### config.mk
export PLATFORM = sky130hd
export DESIGN_NAME = tick_counter
export DESIGN_NICKNAME = d
export VERILOG_FILES = /design/src/rtl/tick_counter.sv
export SDC_FILE = /design/constraint.sdc
export NUM_CORES = 1
export LEC_CHECK = 0
export ABC_CLOCK_PERIOD_IN_PS = 2320
export CORE_UTILIZATION = 40
export CTS_CLUSTER_SIZE = 16
export DETAILED_ROUTE_END_ITERATION = 10
export HOLD_SLACK_MARGIN = 0.08
export SYNTH_ARGS = -nofsm -noshare
export SYNTH_HDL_FRONTEND = slang
export SYNTH_SLANG_ARGS = --single-unit
### constraint.sdc
create_clock -name clkin -period 2.32 [get_ports clkin]
set_input_delay 0.232 -clock clkin [delete_from_list [all_inputs] [get_ports clkin]]
set_output_delay 0.232 -clock clkin [all_outputs]
set_load 0.005 [all_outputs]
### src/rtl/tick_counter.sv
// tick_counter: prescaled up/down counter with clear, load, wrap/saturate
// and a terminal-count pulse, all in the clkin domain.
module tick_counter #(
  parameter int unsigned WIDTH    = 4,
  parameter int unsigned DIV      = 25000000,
  parameter bit          SATURATE = 1'b0
) (
  input  logic             clkin,
  input  logic             rst,
  input  logic             en,
  input  logic             dir,
  input  logic             clear,
  input  logic             load,
  input  logic [WIDTH-1:0] load_val,
  output logic [WIDTH-1:0] count,
  output logic             tick,
  output logic             tc
);

  // Prescaler needs at least one bit even when DIV is 1.
  localparam int unsigned PW = (DIV > 1) ? $clog2(DIV) : 1;
  localparam logic [PW-1:0]    PS_LAST = PW'(DIV - 1);
  localparam logic [WIDTH-1:0] CNT_MAX = {WIDTH{1'b1}};

  logic [PW-1:0]    prescale;
  logic [PW-1:0]    ps_next;
  logic [WIDTH-1:0] cnt_next;
  logic             tick_next;
  logic             tc_next;
  logic             step_c;

  // Next-state: clear > load > step > hold.
  always_comb begin
    ps_next   = prescale;
    cnt_next  = count;
    tick_next = 1'b0;
    tc_next   = 1'b0;
    step_c    = 1'b0;

    if (clear) begin
      ps_next  = '0;
      cnt_next = '0;
    end else if (load) begin
      ps_next  = '0;
      cnt_next = load_val;
    end else if (en) begin
      if (prescale == PS_LAST) begin
        ps_next = '0;
        step_c  = 1'b1;
      end else begin
        ps_next = prescale + PW'(1);
      end
    end

    if (step_c) begin
      tick_next = 1'b1;
      if (dir) begin
        if (count == CNT_MAX) begin
          tc_next  = 1'b1;
          cnt_next = SATURATE ? CNT_MAX : '0;
        end else begin
          cnt_next = count + WIDTH'(1);
        end
      end else begin
        if (count == '0) begin
          tc_next  = 1'b1;
          cnt_next = SATURATE ? '0 : CNT_MAX;
        end else begin
          cnt_next = count - WIDTH'(1);
        end
      end
    end
  end

  // State and output registers; reset clears everything immediately.
  always_ff @(posedge clkin or posedge rst) begin
    if (rst) begin
      prescale <= '0;
      count    <= '0;
      tick     <= 1'b0;
      tc       <= 1'b0;
    end else begin
      prescale <= ps_next;
      count    <= cnt_next;
      tick     <= tick_next;
      tc       <= tc_next;
    end
  end

endmodule

* Yosys cells after proc, flatten, opt, wreduce, memory -nomap -nowiden
Index checks and enable logic that the tools add are counted.
** Storage, ports and cells
- Flip-flop bits (word level) :: 31
- Input bits :: 10
** Operators by class
- $add $sub $neg :: 3
- Equality and inequality tests :: 2
- Multiplexer cells :: 19
- Reduce and logical (&&, ||, !) cells :: 3
** Operator list (count)
- two-way mux 25 bit :: 4
- adder 25 x 1 -> 25 bit (second input constant) :: 1
- == test 25 bit (second input constant) :: 1
- two-way mux 4 bit :: 6
- two-way mux 1 bit :: 9
- nonzero test 3 bit :: 2
- adder 4 x 1 -> 4 bit (second input constant) :: 1
- == test 4 bit (second input constant) :: 1
- logical NOT 4 bit :: 1
- subtractor 4 x 1 -> 4 bit (second input constant) :: 1

* Logic depth before layout (Yosys ltp)
Gate-level depths: netlist of the first run.
- Depth in word-level cells :: 6
- Mapped depth :: 8
- Depth with buffers taken out :: 7

* Worst setup path before layout of the first run
OpenSTA, ideal clock, no wires.
- Path type :: reg-to-reg
- From :: register prescale[0]
- To :: register count[0]
- Arrival time :: 1.739 ns
- Data required time :: 2.238 ns
- Slack :: 0.499 ns
- Stages on the path, launching flop included :: 9
- Buffers on the path :: 1
- Clock period less this slack :: 1.821 ns
- Path through :: dfrtp_1 ha_1 and3_1 nand4_1 or4_1 buf_6 clkinv_8 o211ai_2 a31oi_1
** On the way
- Cells in the longest elaborated chain, start to end :: 6
** RTL lines
- start: declaration :: RTL line 25 : logic [PW-1:0] prescale;
- start signal: assignment :: RTL line 83 : prescale <= ps_next;
- == test 25 bit * :: RTL line 47 : if (prescale == PS_LAST) begin
- two-way mux 1 bit * :: RTL line 47
- two-way mux 1 bit * :: RTL line 46 : end else if (en) begin
- two-way mux 1 bit * :: RTL line 43 : end else if (load) begin
- two-way mux 1 bit * :: RTL line 40 : if (clear) begin
- net step_c :: RTL line 30 : logic step_c;
- nonzero test 3 bit (no source line) / two-way mux 4 bit (equally long branches)
- end signal: assignment :: RTL line 84 : count <= cnt_next;
- end: declaration :: RTL line 15 : output logic [WIDTH-1:0] count,
Mark *: on every way through the listed nets, which the timed path passes. The rest lies on a longest branch.
A chain may end at the register's enable or synchronous reset.

* Worst setup path after layout of the first run
- From :: register prescale[1]
- To :: register count[0]
Same word-level chain as after synthesis.

==> results of run 1 <==
worst max path at each step:
| stage | endpoint | slack (ns) | cells after the start |
|---|---|---|---|
| 3_3_place_gp | count[2] | 0.09 | 6 |
| 3_5_place_dp | count[1] | 0.10 | 6 |
| 4_1_cts | count[1] | 0.09 | 6 |
| 6_report | count[0] | 0.27 | 7 |
| 5_1_grt | count[0] | 0.11 | 7 |
| 2_1_floorplan | count[0] | 0.50 | 8 |
registers in the layout, indices dropped and copies added, names as in the netlist:
signal,count
tc,1
prescale,25
count,4
tick,1
layout make-up:
cell class	instances	area, sq um
timing repair buffer	19	180
sequential	31	776
tap	50	62.6
inverter	8	42.5
multi-input combinational	146	918
fill	383	2040
clock buffer	8	100
Yosys cell counts, drive strengths merged, types with 3 or more instances:
cell type  count  area, sq um
a21oi          3         15.0
a31oi          3         18.8
and3           5         32.5
buf            5         28.8
clkbuf         4         15.0
dfrtp         31          776
ha             3         37.5
inv            7         26.3
nand2         19         73.8
nand3          7         35.0
nand3b         4         30.0
nand4          9         56.3
nor2          32          120
nor3           8         40.0
nor4           4         31.3
o21ai          7         35.0
or3            3         18.8
xnor2         12          105
xor2          10         87.6
stage by stage:
| stage | power [W] | std cells | hold slack [ns] | utilization (%) |
|---|---|---|---|---|
| floorplan | 0.000623 | 194 | 0.336 | - |
| global placement | 0.000668 | 254 | 0.525 | 48.0 |
| detailed placement | 0.000671 | 254 | 0.534 | 48.0 |
| CTS | 0.00114 | 262 | 0.353 | 50.4 |
| global route | 0.00117 | 262 | 0.388 | 50.5 |
| finish | 0.00113 | 262 | 0.334 | 50.5 |
power groups by stage:
stage	Sequential, W	Clock, W	Combinational, W
2_1_floorplan	0.000565	0	0.0000579
3_3_place_gp	0.000570	0	0.0000985
3_5_place_dp	0.000571	0	0.000101
4_1_cts	0.000561	0.000480	0.000101
5_1_grt	0.000562	0.000502	0.000110
6_report	0.000561	0.000467	0.0000995
layer usage:
| metal | up-vias | routed length (um) | GRT usage [%] |
|---|---|---|---|
| li1 | 708 | - | - |
| met1 | 689 | 1870 | 25.0 |
| met2 | 19 | 1750 | 29.3 |
| met3 | 8 | 117 | 5.26 |
| met4 | 0 | 63 | 6.25 |
| met5 | - | 0 | 0 |
logic make-up (layout without fill, tap and decap cells):
kind of cell	after synthesis	after routing	share of synthesized area [%]
AO/OA/AOI/OAI	20	20	7.41
XOR/XNOR	22	22	10.9
adder cells (fa/ha/maj)	3	3	2.12
buffers and inverters	17	35	4.87
flip-flops	31	31	43.8
multiplexers	1	1	1.27
AND/OR/NAND/NOR	100	100	29.7
worst register-to-register path: stages, from the launching register on:
cell	delay (ns)
sky130_fd_sc_hd__dfrtp_1	0.40
sky130_fd_sc_hd__ha_1	0.19
sky130_fd_sc_hd__and3_1	0.25
sky130_fd_sc_hd__nand4_1	0.20
sky130_fd_sc_hd__or4_4	0.63
sky130_fd_sc_hd__clkinv_8	0.08
sky130_fd_sc_hd__o211ai_2	0.07
sky130_fd_sc_hd__a31oi_1	0.16
==> implementation parameters, run 1 <==
Parameter                              Value

Cells and area
  Antenna cell count    0
  Number of nets in the finished design    224
  Area Overhead vs Synth    17.3%
  Layout cell share with drive strength beyond 1    a little under an eighth
  Commonest non-fill, non-tap cell in the layout    sky130_fd_sc_hd__nor2_1
  Most frequent cells in the layout    32 x sky130_fd_sc_hd__nor2_1, 31 x sky130_fd_sc_hd__dfrtp_1, 18 x sky130_fd_sc_hd__nand2_1
  Final instance area    2080 sq um

Drt
  Aggregate routed wire length    3800 um
  ANT nets after route    0
  Drt first pass iters    4
  Violation count after the first detailed-routing iteration    between 100 and 150
  Total via count after detailed routing    1424
  WL per Instance    14.5 um
  DR DRC count    0
  Detailed-route vias per instance    5.44

Pwr
  Internal power summed over all cells    0.000866 W
  IR drop worst, VDD    0.000300 V
  PwrDens    between 500 and 600 nW/um^2
  Sequential cell fraction of total power    between 40% and 50%
  Leakage Power    a little over 0.8 nW
  Comb power frac    about 8.8%
  Net switching power    0.000260 W
  Switch share    a little under a quarter
  Part of the power in the clock network    about two fifths

Timing
  Final setup fails    0
  Worst-Margin Slew    between 0.5 and 0.6 ns
  Hold Fails Final Rpt    0
  Number of max-slew violations in the final report    0
  Setup slack of the critical path after layout    about 0.27 ns
  Headroom to the max-slew limit    between 50% and 60%
  Part of the cycle the worst path needs    roughly nine tenths
  Unrepaired setup endpoints after global routing    false
  Aggregate negative setup slack    0 ns
  Shortest clock period the worst path allows after layout    slightly above 2 ns
  F_max    a little under 500 MHz
  Setup clock skew after layout    0.00378 ns

Global routing
  Number of antenna violations at the first check in global routing    0
  Overflow left after global routing    0
  Global-route wire length before repair    around 6400 um
  Pin count of the biggest net entering global routing    32
  GRT Resource Usage Total    around a fifth
  Number of global-route vias before repair    1382

CTS
  Root Buffer    sky130_fd_sc_hd__clkbuf_8
  Clock-pin slew reported for the worst setup and hold paths after clock tree synthesis    roughly 0.060 ns
  Post-CTS setup buffers    0
  Sinks on the clock net    31
  Quantity of hold-fixing buffers added after cts    0
  Clock latency reported for the late side of the worst-skew pair    ~0.28 ns
  Buffer levels on the longest clock path    2
  Clock tree from TritonCTS    done
  Number of buffers added by the clock tree synthesis step    5
  Deepest level of the CTS H-tree    2
  Number of gates resized after CTS    0

Floorplan
  Die boundary width    about 69 um
  Top-Level Pins    16
  Die Footprint    4700 sq um
  Core area    between 4000 and 5000 sq um
  Row count    23
  Starting density of the core    between 40% and 50%
  Die Ht    around 70 um

Logic synthesis
  Nets in the synthesized netlist    207
  Leading register cell type out of synthesis    sky130_fd_sc_hd__dfrtp_1
  Netlist cell types    roughly 40
  Synthesis-stage register bit count    31
  Cell count after synthesis    194
  Post-synth design cell area    1770 sq um
  Portion of the post-synthesis area used by sequential elements    ~44%
  Synthesis Warnings    0
  Mean Syn Cell Area    about 9.1 sq um
  Async set-or-reset flop fraction in the synthesized netlist    100%
  Post-synth EDFFs    0

Critical path
  Cell Chain, Critical Path    ha_1, and3_1, nand4_1, or4_4, clkinv_8, o211ai_2, a31oi_1
  Delay-heaviest family, CP    simple AND/OR/NAND/NOR gates
  Crit path buf inv count    1
  Required time at the endpoint of the critical path    approximately 2.5 ns
  Worst r2r path cells    7
  Startpoint types    flop
  Setup slack, reg-to-reg    about 0.27 ns
  Worst setup path category    reg2reg
  Start point of the critical path    prescale[1]
  Slowest stage cell, crit path    sky130_fd_sc_hd__or4_4
  Longest individual stage delay on the worst path    approximately 0.63 ns
  Worst EP arrival    ~2.3 ns
  Highest fanout seen on the critical path    7
  Worst reg2reg path endpoint    count[0]
  Launch point of the worst reg-to-reg path    prescale[1]
  Category of the worst setup path capture point    flop

Run
  Number of max-capacitance violations reported    0

Run status
  Result of the run    finished clean

Place
  Port-buffer cells    15
  Final HPWL DP    2680 um
  Worst slack, placed    0.104 ns
  Gp weighted congestion    roughly 0.86
  Post-detailed-placement cell area    about 2000 sq um

Hold path
  Class of the tightest hold or removal check    in2async
No activity file was read; power rests on OpenSTA's default activity.
==> run 2: changes to the inputs <==
--- a/config.mk
+++ b/config.mk
@@ -6,6 +6,7 @@
 export NUM_CORES = 1
 export LEC_CHECK = 0
 export ABC_CLOCK_PERIOD_IN_PS = 2320
+export CORE_ASPECT_RATIO = 0.6
 export CORE_UTILIZATION = 40
 export CTS_CLUSTER_SIZE = 16
 export DETAILED_ROUTE_END_ITERATION = 10
@@ -13,3 +14,4 @@
 export SYNTH_ARGS = -nofsm -noshare
 export SYNTH_HDL_FRONTEND = slang
 export SYNTH_SLANG_ARGS = --single-unit
+export TNS_END_PERCENT = 1
==> run 2 against run 1 <==
  * Critical endpoint unchanged
  * First-iteration DRC count decreased by 26%
  * Critical path type unchanged
  * Total power decreased by 3.5%
  * Combinational power decreased by 1%
  * Worst setup slack got worse by 0.076 ns
  * Largest power group unchanged
==> implementation parameters, run 2 (synthesized netlist as in run 1, its figures left out) <==
Parameter                              Value

Global routing
  Number of global-route vias before repair    1365 (was 1382)
  GRT Resource Usage Total    19.3% (was 18.8%)
  Pin count of the biggest net entering global routing    32 (unchanged)
  Overflow left after global routing    0 (unchanged)
  Global-route wire length before repair    6650 um (was 6400 um)
  Number of antenna violations at the first check in global routing    0 (unchanged)

Pwr
  Part of the power in the clock network    39.3% (was 41.4%)
  Comb power frac    9.0% (was 8.8%)
  Sequential cell fraction of total power    51.7% (was 49.8%)
  Internal power summed over all cells    0.000828 W (was 0.000866 W)
  Net switching power    0.000260 W (about the same)
  IR drop worst, VDD    0.000264 V (was 0.000300 V)
  Switch share    23.9% (was 23.1%)
  PwrDens    523 nW/um^2 (was 542 nW/um^2)
  Overall power of the completed layout    0.00109 W (was 0.00113 W)
  Leakage Power    0.805 nW (was 0.810 nW)

Critical path
  Slowest stage cell, crit path    sky130_fd_sc_hd__or4_4 (unchanged)
  Worst setup path category    reg2reg (unchanged)
  Worst reg2reg path endpoint    count[0] (unchanged)
  Worst r2r path cells    6 (was 7)
  Longest individual stage delay on the worst path    0.64 ns (was 0.63 ns)
  Worst EP arrival    2.27 ns (was 2.26 ns)
  Highest fanout seen on the critical path    7 (unchanged)
  Required time at the endpoint of the critical path    2.46 ns (was 2.53 ns)
  Critical Path Stages    6 (was 7)
  Setup slack, reg-to-reg    0.19 ns (was 0.27 ns)
  Category of the worst setup path capture point    flop (unchanged)
  Launch point of the worst reg-to-reg path    prescale[0] (was prescale[1])
  Start point of the critical path    prescale[0] (was prescale[1])
  Delay-heaviest family, CP    simple AND/OR/NAND/NOR gates (unchanged)
  Cell Chain, Critical Path    ha_1, and3_1, nand4_1, or4_4, nand3b_1, a31oi_1 (was ha_1, and3_1, nand4_1, or4_4, clkinv_8, o211ai_2, a31oi_1)
  CP Capture Point    count[0] (unchanged)
  Crit path buf inv count    0 (was 1)
  Startpoint types    flop (unchanged)

Cells and area
  Area occupied by multi-input gates    918 sq um (unchanged)
  Antenna cell count    0 (unchanged)
  Top flop regs    prescale x25, count x4 (unchanged)
  Register containing the most flip-flops in the final layout    prescale (unchanged)
  Number of fill cells    410 (was 383)
  Register cell area after layout    776 sq um (unchanged)
  Commonest non-fill, non-tap cell in the layout    sky130_fd_sc_hd__nor2_1 (unchanged)
  Layout cell share with drive strength beyond 1    11.4% (was 11.3%)
  Max FFs per register    25 (unchanged)
  Layout Cells excl Fill    271 (was 262)
  Area Overhead vs Synth    17.3% (unchanged)
  Most frequent cells in the layout    32 x sky130_fd_sc_hd__nor2_1, 31 x sky130_fd_sc_hd__dfrtp_1, 18 x sky130_fd_sc_hd__nand2_1 (unchanged)
  Number of nets in the finished design    224 (unchanged)

Drt
  WL per Instance    15.0 um (was 14.5 um)
  Aggregate routed wire length    4060 um (was 3800 um)
  Total via count after detailed routing    1454 (was 1424)
  Violation count after the first detailed-routing iteration    78 (was 105)
  DR DRC count    0 (unchanged)
  Drt first pass iters    4 (unchanged)
  ANT nets after route    0 (unchanged)
  Detailed-route vias per instance    5.37 (was 5.44)

Timing
  Hold Fails Final Rpt    0 (unchanged)
  Final setup fails    0 (unchanged)
  Unrepaired setup endpoints after global routing    false (unchanged)
  Minimum hold slack    0.334 ns (about the same)
  Part of the cycle the worst path needs    91.8% (was 88.6%)
  F_max    469 MHz (was 487 MHz)
  Headroom to the max-slew limit    56.9% (was 59.7%)
  Setup slack of the critical path after layout    0.190 ns (was 0.266 ns)
  Aggregate negative setup slack    0 ns (unchanged)
  Number of max-slew violations in the final report    0 (unchanged)
  Shortest clock period the worst path allows after layout    2.13 ns (was 2.05 ns)
  Setup clock skew after layout    0.00585 ns (was 0.00378 ns)
  Worst-Margin Slew    0.641 ns (was 0.600 ns)

CTS
  Buffer levels on the longest clock path    2 (unchanged)
  Clock latency reported for the late side of the worst-skew pair    0.28 ns (about the same)
  Sinks on the clock net    31 (unchanged)
  Clock tree from TritonCTS    done (unchanged)
  Clock-pin slew reported for the worst setup and hold paths after clock tree synthesis    0.07 ns (was 0.06 ns)
  Quantity of hold-fixing buffers added after cts    0 (unchanged)
  Number of buffers added by the clock tree synthesis step    5 (unchanged)
  Deepest level of the CTS H-tree    2 (unchanged)
  Root Buffer    sky130_fd_sc_hd__clkbuf_8 (unchanged)

Floorplan
  Top-Level Pins    16 (unchanged)
  Die Footprint    4710 sq um (was 4700 sq um)
  Die Ht    53.6 um (was 68.6 um)
  Row count    18 (was 23)
  Starting density of the core    42.3% (was 43.1%)
  Die boundary width    88.0 um (was 68.6 um)
  Core area    4190 sq um (was 4120 sq um)

Hold path
  Class of the tightest hold or removal check    in2async (unchanged)

Place
  Gp weighted congestion    0.910 (was 0.860)
  Port-buffer cells    15 (unchanged)
  Instance count after placement with tap cells included    264 (was 254)
  Worst slack, placed    0.0700 ns (was 0.104 ns)
  Final HPWL DP    3110 um (was 2680 um)

Run status
  Result of the run    finished clean (unchanged)

Run
  Number of max-capacitance violations reported    0 (unchanged)
[run 2: cell count changes in the layout (fill, tap and decap cells not counted), sizes merged]
cell    delta
clkinv     +1
clkbuf     -2
[run 2: layout make-up]
type / count / area share [%]
clock inverter: 1 / 0.241
multi-input combinational: 146 / 44.2
tap: 60 / 3.61
sequential: 31 / 37.3
timing repair buffer: 19 / 8.66
clock buffer: 6 / 3.97
inverter: 8 / 2.05
[run 2: how the worst min path moves through the flow]
stage | startpoint | end | cells past startpoint
floorplan | rst | count[0] | 1
global placement | prescale[24] | prescale[24] | 2
detailed placement | prescale[0] | prescale[0] | 1
CTS | rst | prescale[9] | 3
global route | rst | prescale[9] | 3
finish | rst | prescale[8] | 3
[run 2: per-stage QoR]
stage | cell area, sq um | util (%)
global placement | 1990 | 47.5
global route | 2080 | 49.6
detailed placement | 1990 | 47.5
CTS | 2080 | 49.6
floorplan | 1770 | -
finish | 2080 | 49.6
[run 2: what timing repair did]
item | 4_1_cts | 5_1_grt
gates resized for setup | 0 | 1
setup endpoints to repair | 0 | 4
setup buffers | 0 | 0
[run 2: power groups by stage]
stage / sequential, W / combinational, W / clock (W)
finish: 0.000562 / 0.0000983 / 0.000427
global route: 0.000563 / 0.000110 / 0.000464
CTS: 0.000562 / 0.000100 / 0.000436
detailed placement: 0.000572 / 0.0000995 / 0
global placement: 0.000572 / 0.0000966 / 0
floorplan: 0.000565 / 0.0000579 / 0
[run 2: tightest hold or removal path, cell delays in order]
cell	delay [ns]
sky130_fd_sc_hd__clkdlybuf4s50_1	0.40
sky130_fd_sc_hd__inv_1	0.05
sky130_fd_sc_hd__buf_4	0.35
[run 2: metal layers]
metal  global-route usage, %  wire (um)
met5                       0          0
met4                    5.46         15
met1                    28.8       2170
met3                    4.75        246
met2                    27.4       1630
==> run 3: changes to the inputs <==
--- a/config.mk
+++ b/config.mk
@@ -5,7 +5,7 @@
 export SDC_FILE = /design/constraint.sdc
 export NUM_CORES = 1
 export LEC_CHECK = 0
-export ABC_CLOCK_PERIOD_IN_PS = 2320
+export ABC_CLOCK_PERIOD_IN_PS = 1900
 export CORE_ASPECT_RATIO = 0.6
 export CORE_UTILIZATION = 40
 export CTS_CLUSTER_SIZE = 16
==> constraint.sdc (replaced) <==
create_clock -name clkin -period 1.9 [get_ports clkin]
set_input_delay 0.19 -clock clkin [delete_from_list [all_inputs] [get_ports clkin]]
set_output_delay 0.19 -clock clkin [all_outputs]
set_load 0.005 [all_outputs]
==> run 3 against run 2 <==
  * The run now ends with negative setup slack left
  * Maximum frequency grew 10%
  * Via count grew 7.2%
  * Combinational power grew 44%
  * Cell count grew 11%
  * Non-clock buffer count grew 30
  * Worst setup slack lost 0.23 ns
  * Clock-buffer cell count grew 1
  * Die area is the same
  * Critical path depth grew 1
  * Sequential power grew 22%
  * Clock skew is essentially flat
  * Routed wire length grew 8.1%
  * Critical endpoint is now prescale[24]
  * Largest cell class unchanged
==> implementation parameters, run 3 (synthesized netlist as in run 1, its figures left out) <==
Parameter                              Value

Run status
  Result of the run    complete, but fails checks (was finished clean)
  Violated checks    negative setup slack

Pwr
  Overall power of the completed layout    0.00141 W (was 0.00109 W)
  Leakage Power    0.985 nW (was 0.805 nW)
  Part of the power in the clock network    41.3% (was 39.3%)
  Internal power summed over all cells    0.00107 W (was 0.000828 W)
  Switch share    24.1% (was 23.9%)
  Sequential cell fraction of total power    48.5% (was 51.7%)
  Comb power frac    10.1% (was 9.0%)
  Net switching power    0.000339 W (was 0.000260 W)
  IR drop worst, VDD    0.000281 V (was 0.000264 V)
  PwrDens    595 nW/um^2 (was 523 nW/um^2)

Floorplan
  Die Footprint    4710 sq um (unchanged)
  Top-Level Pins    16 (unchanged)
  Die Ht    53.6 um (unchanged)
  Starting density of the core    42.3% (unchanged)
  Die boundary width    88.0 um (unchanged)
  Row count    18 (unchanged)
  Core area    4190 sq um (unchanged)

Critical path
  CP Capture Point    prescale[24] (was count[0])
  Most frequent cell on the critical path    sky130_fd_sc_hd__buf_4
  Required time at the endpoint of the critical path    2.08 ns (was 2.46 ns)
  Launch point of the worst reg-to-reg path    prescale[6] (was prescale[0])
  Cell Chain, Critical Path    buf_4, nand4_1, or2_2, nor4_2, buf_4, xnor2_1, nor2_1 (was ha_1, and3_1, nand4_1, or4_4, nand3b_1, a31oi_1)
  Longest individual stage delay on the worst path    0.41 ns (was 0.64 ns)
  Worst r2r path cells    7 (was 6)
  Crit path buf inv count    2 (was 0)
  Slowest stage cell, crit path    sky130_fd_sc_hd__or2_2 (was sky130_fd_sc_hd__or4_4)
  Setup slack, reg-to-reg    -0.04 ns (was 0.19 ns)
  Worst setup path category    reg2reg (unchanged)
  Worst reg2reg path endpoint    prescale[24] (was count[0])
  Highest fanout seen on the critical path    4 (was 7)
  Start point of the critical path    prescale[6] (was prescale[0])
  Delay-heaviest family, CP    simple AND/OR/NAND/NOR gates (unchanged)
  Startpoint types    flop (unchanged)
  Category of the worst setup path capture point    flop (unchanged)
  Worst EP arrival    2.12 ns (was 2.27 ns)
  Critical Path Stages    7 (was 6)

CTS
  Sinks on the clock net    31 (unchanged)
  Buffer levels on the longest clock path    2 (unchanged)
  Deepest level of the CTS H-tree    2 (unchanged)
  Number of buffers added by the clock tree synthesis step    5 (unchanged)
  Post-CTS setup buffers    0 (unchanged)
  Clock tree from TritonCTS    done (unchanged)
  Root Buffer    sky130_fd_sc_hd__clkbuf_8 (unchanged)
  Clock latency reported for the late side of the worst-skew pair    0.29 ns (was 0.28 ns)
  Clock-pin slew reported for the worst setup and hold paths after clock tree synthesis    0.07 ns (about the same)

Cells and area
  Layout cell share with drive strength beyond 1    24.4% (was 11.4%)
  Register containing the most flip-flops in the final layout    prescale (unchanged)
  Layout Cells excl Fill    302 (was 271)
  Area Overhead vs Synth    33.5% (was 17.3%)
  Register cell area after layout    776 sq um (unchanged)
  Area occupied by multi-input gates    948 sq um (was 918 sq um)
  Number of fill cells    401 (was 410)
  Number of nets in the finished design    254 (was 224)
  Most frequent cells in the layout    32 x sky130_fd_sc_hd__nor2_1, 32 x sky130_fd_sc_hd__buf_4, 31 x sky130_fd_sc_hd__dfrtp_1 (was 32 x sky130_fd_sc_hd__nor2_1, 31 x sky130_fd_sc_hd__dfrtp_1, 18 x sky130_fd_sc_hd__nand2_1)
  Max FFs per register    25 (unchanged)
  Antenna cell count    0 (unchanged)
  Top flop regs    prescale x25, count x4 (unchanged)

Timing
  Hold Fails Final Rpt    0 (unchanged)
  Unrepaired setup endpoints after global routing    true (was false)
  Final setup fails    2 (was 0)
  Number of max-slew violations in the final report    0 (unchanged)
  Part of the cycle the worst path needs    102% (was 91.8%)
  F_max    517 MHz (was 469 MHz)
  Headroom to the max-slew limit    58.4% (was 56.9%)
  Worst-Margin Slew    0.614 ns (was 0.641 ns)
  Shortest clock period the worst path allows after layout    1.94 ns (was 2.13 ns)
  Setup slack of the critical path after layout    -0.0358 ns (was 0.190 ns)
  Setup clock skew after layout    0.00609 ns (was 0.00585 ns)

Global routing
  Number of antenna violations at the first check in global routing    0 (unchanged)
  Pin count of the biggest net entering global routing    32 (unchanged)
  Number of global-route vias before repair    1526 (was 1365)
  Overflow left after global routing    0 (unchanged)
  Global-route wire length before repair    7160 um (was 6650 um)
  GRT Resource Usage Total    21.2% (was 19.3%)

Drt
  DR DRC count    0 (unchanged)
  ANT nets after route    0 (unchanged)
  Aggregate routed wire length    4390 um (was 4060 um)
  Violation count after the first detailed-routing iteration    59 (was 78)
  Drt first pass iters    4 (unchanged)
  WL per Instance    14.5 um (was 15.0 um)
  Detailed-route vias per instance    5.16 (was 5.37)
  Total via count after detailed routing    1559 (was 1454)

Place
  Final HPWL DP    3330 um (was 3110 um)
  Gp weighted congestion    0.877 (was 0.910)
  Instance count after placement with tap cells included    294 (was 264)
  Port-buffer cells    15 (unchanged)

Hold path
  Class of the tightest hold or removal check    in2async (unchanged)

Run
  Number of max-capacitance violations reported    0 (unchanged)
==> run 3: cell count changes in the layout (fill, tap and decap cells not counted), sizes merged <==
cell and delta:
buf +30, clkbuf +1, clkinv -1, clkinvlp +1
==> run 3: final cells by class <==
class,instances,area share (%)
Multi-Input combinational cell,146,40.1
Sequential cell,31,32.8
Timing Repair Buffer,49,17.8
Clock buffer,7,4.07
Tap cell,60,3.17
Inverter,8,1.80
Clock inverter,1,0.317
==> run 3: repair_timing <==
action	in CTS	in global routing
setup endpoints to repair	5	13
resized for setup	3	4
pin swaps	2	0
hold buffers	0	0
==> run 3: worst min path at each step <==
stage | startpoint | endpoint | slack (ns)
after floorplan | rst | count[0] | 0.29
after global placement | prescale[24] | prescale[24] | 0.53
after detailed placement | prescale[24] | prescale[24] | 0.54
after CTS | rst | prescale[7] | 0.30
after global routing | rst | prescale[7] | 0.34
final | rst | prescale[4] | 0.29
==> run 3: layer usage <==
layer	share of wire (%)	up-vias	global-route usage, %
met3	2.3	7	5.06
met2	42	21	31.7
met4	1.5	0	9.29
met5	0	-	0
li1	-	767	-
met1	55	764	29.5
==> run 3: metrics by stage <==
stage | setup slack, ns | hold slack, ns | TNS, ns | utilization (%) | instance area (sq um)
2_1_floorplan | 0.0794 | 0.294 | 0 | - | 1770
3_3_place_gp | -0.0892 | 0.525 | -0.464 | 53.1 | 2230
3_5_place_dp | -0.154 | 0.540 | -0.838 | 53.1 | 2230
4_1_cts | 0.00537 | 0.295 | 0 | 56.0 | 2340
5_1_grt | -0.123 | 0.337 | -0.621 | 56.5 | 2370
6_report | -0.0358 | 0.289 | -0.0564 | 56.5 | 2370
==> run 3: power groups by stage <==
| stage | sequential (W) | combinational [W] | clock [W] |
|---|---|---|---|
| after floorplan | 0.000690 | 0.0000706 | 0 |
| after CTS | 0.000683 | 0.000141 | 0.000593 |
| after detailed placement | 0.000696 | 0.000141 | 0 |
| after global routing | 0.000686 | 0.000158 | 0.000629 |
| after global placement | 0.000695 | 0.000138 | 0 |
| final | 0.000684 | 0.000142 | 0.000583 |
==> run 3: worst reg2reg max path, stage by stage (launching register included) <==
cell and delay (ns):
sky130_fd_sc_hd__dfrtp_1 0.37, sky130_fd_sc_hd__buf_4 0.13, sky130_fd_sc_hd__nand4_1 0.22, sky130_fd_sc_hd__or2_2 0.41, sky130_fd_sc_hd__nor4_2 0.35, sky130_fd_sc_hd__buf_4 0.17
sky130_fd_sc_hd__xnor2_1 0.11, sky130_fd_sc_hd__nor2_1 0.05
